--- config.mk ---
export PLATFORM = sky130hd
export DESIGN_NAME = tmds_channel_decoder
export DESIGN_NICKNAME = d
export VERILOG_FILES = /design/src/rtl/tmds_pkg.sv /design/src/rtl/tmds_symbol_decode.sv /design/src/rtl/tmds_channel_decoder.sv
export SDC_FILE = /design/constraint.sdc
export NUM_CORES = 1
export LEC_CHECK = 0
export CORE_MARGIN = 2
export CORE_UTILIZATION = 60
export CTS_CLUSTER_SIZE = 25
export DETAILED_ROUTE_END_ITERATION = 6
export PLACE_DENSITY = 0.8
export SLEW_MARGIN = 15
export SYNTH_ARGS = -nofsm -noshare
export SYNTH_HDL_FRONTEND = slang
export SYNTH_SLANG_ARGS = --single-unit
--- constraint.sdc ---
create_clock -name clk_pix -period 5.6 [get_ports clk_pix]
set_clock_uncertainty 0.15 [all_clocks]
set_input_delay 1.12 -clock clk_pix [delete_from_list [all_inputs] [get_ports clk_pix]]
set_output_delay 1.12 -clock clk_pix [all_outputs]
set_load 0.005 [all_outputs]
--- src/rtl/tmds_pkg.sv ---
// Shared TMDS definitions: control tokens, token lookup and the alignment state enum.
// Used by both the channel decoder and the transmit-side encoder.
package tmds_pkg;

  localparam logic [9:0] TOKEN_C00 = 10'b1101010100;
  localparam logic [9:0] TOKEN_C01 = 10'b0010101011;
  localparam logic [9:0] TOKEN_C10 = 10'b0101010100;
  localparam logic [9:0] TOKEN_C11 = 10'b1010101011;

  typedef enum logic {
    SEARCH = 1'b0,
    LOCKED = 1'b1
  } state_e;

  function automatic logic [9:0] ctrl_to_token(input logic [1:0] ctrl_bits);
    logic [9:0] tok;
    case (ctrl_bits)
      2'b00:   tok = TOKEN_C00;
      2'b01:   tok = TOKEN_C01;
      2'b10:   tok = TOKEN_C10;
      default: tok = TOKEN_C11;
    endcase
    return tok;
  endfunction

endpackage

--- src/rtl/tmds_symbol_decode.sv ---
// Combinational decode of one aligned 10-bit TMDS word into token flag, control bits
// and pixel byte. Non-token words are always decoded as data.
module tmds_symbol_decode
  import tmds_pkg::*;
(
  input  logic [9:0] sym,
  output logic       is_token,
  output logic [1:0] ctrl,
  output logic [7:0] data
);

  logic [7:0] d;

  always_comb begin
    is_token = 1'b0;
    ctrl     = 2'b00;
    for (int c = 0; c < 4; c++) begin
      if (sym == ctrl_to_token(2'(c))) begin
        is_token = 1'b1;
        ctrl     = 2'(c);
      end
    end
    // bit 9 flags inversion for DC balance, bit 8 selects XOR vs XNOR chaining
    d       = sym[9] ? ~sym[7:0] : sym[7:0];
    data    = '0;
    data[0] = d[0];
    for (int i = 1; i < 8; i++) begin
      data[i] = sym[8] ? (d[i] ^ d[i-1]) : ~(d[i] ^ d[i-1]);
    end
  end

endmodule

--- src/rtl/tmds_channel_decoder.sv ---
// One TMDS receive channel: word alignment by control-token runs, then symbol decode.
// Define TMDS_STATS_EN to add the saturating relock_cnt lock-loss counter port.
module tmds_channel_decoder
  import tmds_pkg::*;
#(
  parameter int LOCK_RUN = 16,
  parameter int DWELL    = 1024
) (
  input  logic       clk_pix,
  input  logic       rst_pix,
  input  logic [9:0] sym_in,
  output logic [7:0] data,
  output logic [1:0] ctrl,
  output logic       de,
  output logic       locked,
  output logic [3:0] offset
`ifdef TMDS_STATS_EN
  ,
  output logic [7:0] relock_cnt
`endif
);

  localparam int RW = $clog2(LOCK_RUN + 1);
  localparam int DW = $clog2(DWELL);
  localparam logic [RW-1:0] RUN_FULL   = RW'(LOCK_RUN);
  localparam logic [DW-1:0] DWELL_LAST = DW'(DWELL - 1);

  state_e        state_q, state_d;
  logic [19:0]   win_q, win_d;
  logic [3:0]    offset_q, offset_d;
  logic [RW-1:0] run_q, run_d, run_next;
  logic [DW-1:0] dwell_q, dwell_d;
  logic [1:0]    skip_q, skip_d;
  logic [7:0]    data_q, data_d;
  logic [1:0]    ctrl_q, ctrl_d;
  logic          de_q, de_d;
  logic          locked_q, locked_d;

  logic [19:0]   win_shift;
  logic [9:0]    aligned;
  logic          dec_token;
  logic [1:0]    dec_ctrl;
  logic [7:0]    dec_data;
  logic          lock_hit;
  logic          dwell_end;

  assign win_shift = win_q >> offset_q;
  assign aligned   = win_shift[9:0];

  tmds_symbol_decode u_decode (
    .sym      (aligned),
    .is_token (dec_token),
    .ctrl     (dec_ctrl),
    .data     (dec_data)
  );

  // Words seen within two cycles of an offset step straddle the old alignment, so skip_q masks them.
  always_comb begin
    win_d    = {sym_in, win_q[19:10]};
    run_next = '0;
    if (dec_token && skip_q == 2'd0) begin
      run_next = (run_q == RUN_FULL) ? RUN_FULL : run_q + RW'(1);
    end
    lock_hit  = (run_next == RUN_FULL);
    dwell_end = (dwell_q == DWELL_LAST);

    state_d  = state_q;
    offset_d = offset_q;
    run_d    = run_next;
    dwell_d  = dwell_q + DW'(1);
    skip_d   = (skip_q == 2'd0) ? 2'd0 : skip_q - 2'd1;

    if (lock_hit) begin
      state_d = LOCKED;
      dwell_d = '0;
    end else if (dwell_end) begin
      run_d   = '0;
      dwell_d = '0;
      if (state_q == SEARCH) begin
        offset_d = (offset_q == 4'd9) ? 4'd0 : offset_q + 4'd1;
        skip_d   = 2'd2;
      end else begin
        state_d = SEARCH;
      end
    end

    locked_d = (state_d == LOCKED);
    de_d     = locked_d && !dec_token;
    data_d   = de_d ? dec_data : '0;
    ctrl_d   = (locked_d && dec_token) ? dec_ctrl : '0;
  end

  always_ff @(posedge clk_pix or posedge rst_pix) begin
    if (rst_pix) begin
      state_q  <= SEARCH;
      win_q    <= '0;
      offset_q <= '0;
      run_q    <= '0;
      dwell_q  <= '0;
      skip_q   <= '0;
      data_q   <= '0;
      ctrl_q   <= '0;
      de_q     <= 1'b0;
      locked_q <= 1'b0;
    end else begin
      state_q  <= state_d;
      win_q    <= win_d;
      offset_q <= offset_d;
      run_q    <= run_d;
      dwell_q  <= dwell_d;
      skip_q   <= skip_d;
      data_q   <= data_d;
      ctrl_q   <= ctrl_d;
      de_q     <= de_d;
      locked_q <= locked_d;
    end
  end

  assign data   = data_q;
  assign ctrl   = ctrl_q;
  assign de     = de_q;
  assign locked = locked_q;
  assign offset = offset_q;

`ifdef TMDS_STATS_EN
  logic [7:0] relock_q, relock_d;

  always_comb begin
    relock_d = relock_q;
    if (state_q == LOCKED && state_d == SEARCH && relock_q != 8'hFF) begin
      relock_d = relock_q + 8'd1;
    end
  end

  always_ff @(posedge clk_pix or posedge rst_pix) begin
    if (rst_pix) begin
      relock_q <= '0;
    end else begin
      relock_q <= relock_d;
    end
  end

  assign relock_cnt = relock_q;
`endif

endmodule
==> flow_summary.ini <==
[outcome]
status = completed

[place]
dpl_worst_slack_ns = 1.76
port_buffers = 27
dp_hpwl_mm = 4.02
place_congestion = 0.800

[clocking]
h-tree-depth = 2
cts-root-buf = clkbuf_8
numCtsBuffers = 5
cts_buffer_depth = 2
cts_hold_buf = 0
cts_setup_buffers = 0
cts_resized = 0
clkLatencyLatePin_ns = 0.31
cts.sinks = 53
clk_pin_slew_worst_paths_ns = 0.09
cts_tree = yes

[sta]
finalCritPeriodShare_pct = 68.7
tightest_slew_ns = 0.866
slew_viol_final = 0
slew_headroom_pct = 42.2
setup_violations = 0
max_freq_mhz = 260
fin_setup_tns_ns = 0
fin_hold_ws_ns = 0.338
setup_ws_ns = 1.75
final_hold_viol_count = 0
rsz0062_at_grt = false
finalCriticalPeriod_ns = 3.85

[grt]
grt_max_degree = 54
first_global_vias = 1937
grt_overflow = 0
grt_pass1_wl_mm = 9.33
antenna_found_initial = 0
grt_use_total_pct = 22.0

[yosys]
netlist_instances = 260
muxShareOfSynthArea_pct = 22.9
seq_area_frac_synth_pct = 43.2
syn_avg_cell_area_um2 = 11.8
synth_enable_flop_cells = 0
synth_fa_ha_area_share_pct = 4.49
syn_area_um2 = 3070
ys_types = 47
yosys_warnings = 0
synthXorXnorAreaFrac_pct = 7.38
yosys.area_share.simple_pct = 13.0
synth_compound_area_share_pct = 4.65
synth_top_family_by_area = multiplexers
syn-num-nets = 283
ys_ff_latch = 53
synth_ff_type = dfrtp_1
async_flop_share_pct = 100

[worst_setup_path]
r2r-start = offset[0]
cp_num_buf_inv = 2
cpPeakStageDelay_ns = 0.64
cp_common_cell = mux4_2
path_cells = buf_4 -> mux4_2 -> mux4_2 -> inv_1 -> ha_1 -> and4_1 -> nand2_1 -> mux2i_1 -> o21bai_4 -> a211o_1 -> nor2_1
r2r_slack_ns = 1.75
r2r.worst_path.cells = 11
crit_slowest_cell = dfrtp_1
start_kind = flop
startpoint = offset[0]
worstPathArrival_ns = 3.94
cp_max_fo = 15
critPathCaptureType = flop
critical_path.top_delay_family = multiplexers
path_class = reg -> reg
r2r-end = data[2]
cp.required_ns = 5.69

[drt]
routedWlPerCell_um = 15.3
viasPerCell = 5.72
drt_iter0_drc = 78
finalWirelength_mm = 5.44
drt_pass1_iterations = 4
vias = 2029
ant_nets = 0
remaining_drc_errors = 0

[die]
core_area_um2 = 5010
row_count = 26
die_h_um = 75.5
start_util_pct = 61.2
die_x_um = 75.5
die_area_um2 = 5700
ios = 28

[layout]
seq_area_um2 = 1330
diodes = 0
fillCellCount = 374
final_common_cell = dfrtp_1
multiInputGateArea_um2 = 1610
final_layout_size_suffix_gt1_share_pct = 14.4
finalNetCount = 308
final_util_pct = 69.0
layout_common_cells = 53 x dfrtp_1, 32 x nor2_1, 27 x clkdlybuf4s50_1, 23 x mux2i_1, 17 x mux4_2
syn2layout_area_growth_pct = 12.7

[pwr]
ir_drop_v = 0.000163
powerDensity_nw_per_um2 = 195
p_leak_nw = 1.39
total_power_mw = 0.674

[hold_path]
holdPathEnd = win_q[0]
hp-start = win_q[10]
hp-class = reg -> reg
hold_depth = 0

[run]
cap_violations = 0
-- area by class of cell --
| type | instances | area share, % |
|---|---|---|
| multi-input cells | 180 | 46.5 |
| inverters | 16 | 1.77 |
| clock buffers | 6 | 2.39 |
| repair buffers | 29 | 8.25 |
| flip-flops and latches | 53 | 38.4 |
| well taps | 70 | 2.53 |
| clock inverters | 1 | 0.217 |
-- state kept, by name, indices dropped and copies added, names as in the netlist --
signal	cells
win_q	20
dwell_q	10
data	8
run_q	5
offset	4
ctrl	2
skip_q	2
de	1
locked	1
-- synthesized netlist by cell type, types with 2 or more instances --
cell | count | area, um^2
buf_4 | 4 | 30.0
nor2_1 | 32 | 120
and3_1 | 3 | 18.8
nand2_1 | 13 | 48.8
mux4_2 | 17 | 383
nand4_1 | 4 | 25.0
buf_1 | 2 | 7.51
xnor2_1 | 16 | 140
a211o_1 | 2 | 17.5
nor3_1 | 4 | 20.0
o21ai_0 | 3 | 15.0
xor2_1 | 8 | 70.1
buf_2 | 2 | 10.0
mux2_2 | 5 | 56.3
and2_1 | 3 | 18.8
ha_1 | 11 | 138
mux2i_1 | 23 | 230
and4_1 | 2 | 17.5
buf_6 | 2 | 22.5
nand3_1 | 11 | 55.1
dfrtp_1 | 53 | 1330
inv_1 | 15 | 56.3
-- how the worst max path moves through the flow --
stage                      to  slack [ns]  cells past startpoint
floorplan             data[1]        2.36                     13
finish                data[2]        1.75                     11
global placement    offset[1]        1.87                     13
detailed placement    data[2]        1.76                     11
global route          data[6]        1.39                     12
CTS                   data[2]        1.73                     11
-- kinds of logic after synthesis --
| logic type | after synthesis |
|---|---|
| buf+inv | 27 |
| flops | 53 |
| fa+ha+maj | 11 |
| compound gates | 16 |
| xor+xnor | 25 |
| simple gates | 81 |
| mux | 47 |
-- per-stage QoR --
step | area [um^2] | cells
after global placement | 3370 | 348
after floorplan | 3070 | 260
after CTS | 3460 | 355
after global routing | 3460 | 355
final | 3460 | 355
after detailed placement | 3370 | 348
-- metal layers --
metal / share of wire (%) / vias up / global-route usage, %
li1: - / 965 / -
met5: 0 / - / 0
met1: 45 / 1004 / 31.0
met4: 1.6 / 0 / 6.43
met3: 4.5 / 9 / 5.03
met2: 49 / 51 / 34.5
-- power by group --
| group | leakage, nW | total [mW] | switching, mW | internal [mW] |
|---|---|---|---|---|
| logic | 0.670 | 0.0581 | 0.0272 | 0.0309 |
| registers | 0.680 | 0.399 | 0.00946 | 0.390 |
| clock network | 0.0433 | 0.216 | 0.119 | 0.0978 |
-- worst register-to-register path, cell delays in order, from the launching register on --
cell	delay, ns
dfrtp_1	0.64
buf_4	0.37
mux4_2	0.58
mux4_2	0.53
inv_1	0.09
ha_1	0.13
and4_1	0.25
nand2_1	0.08
mux2i_1	0.27
o21bai_4	0.15
a211o_1	0.40
nor2_1	0.15
Note: power is estimated with default switching activity, not from simulation.
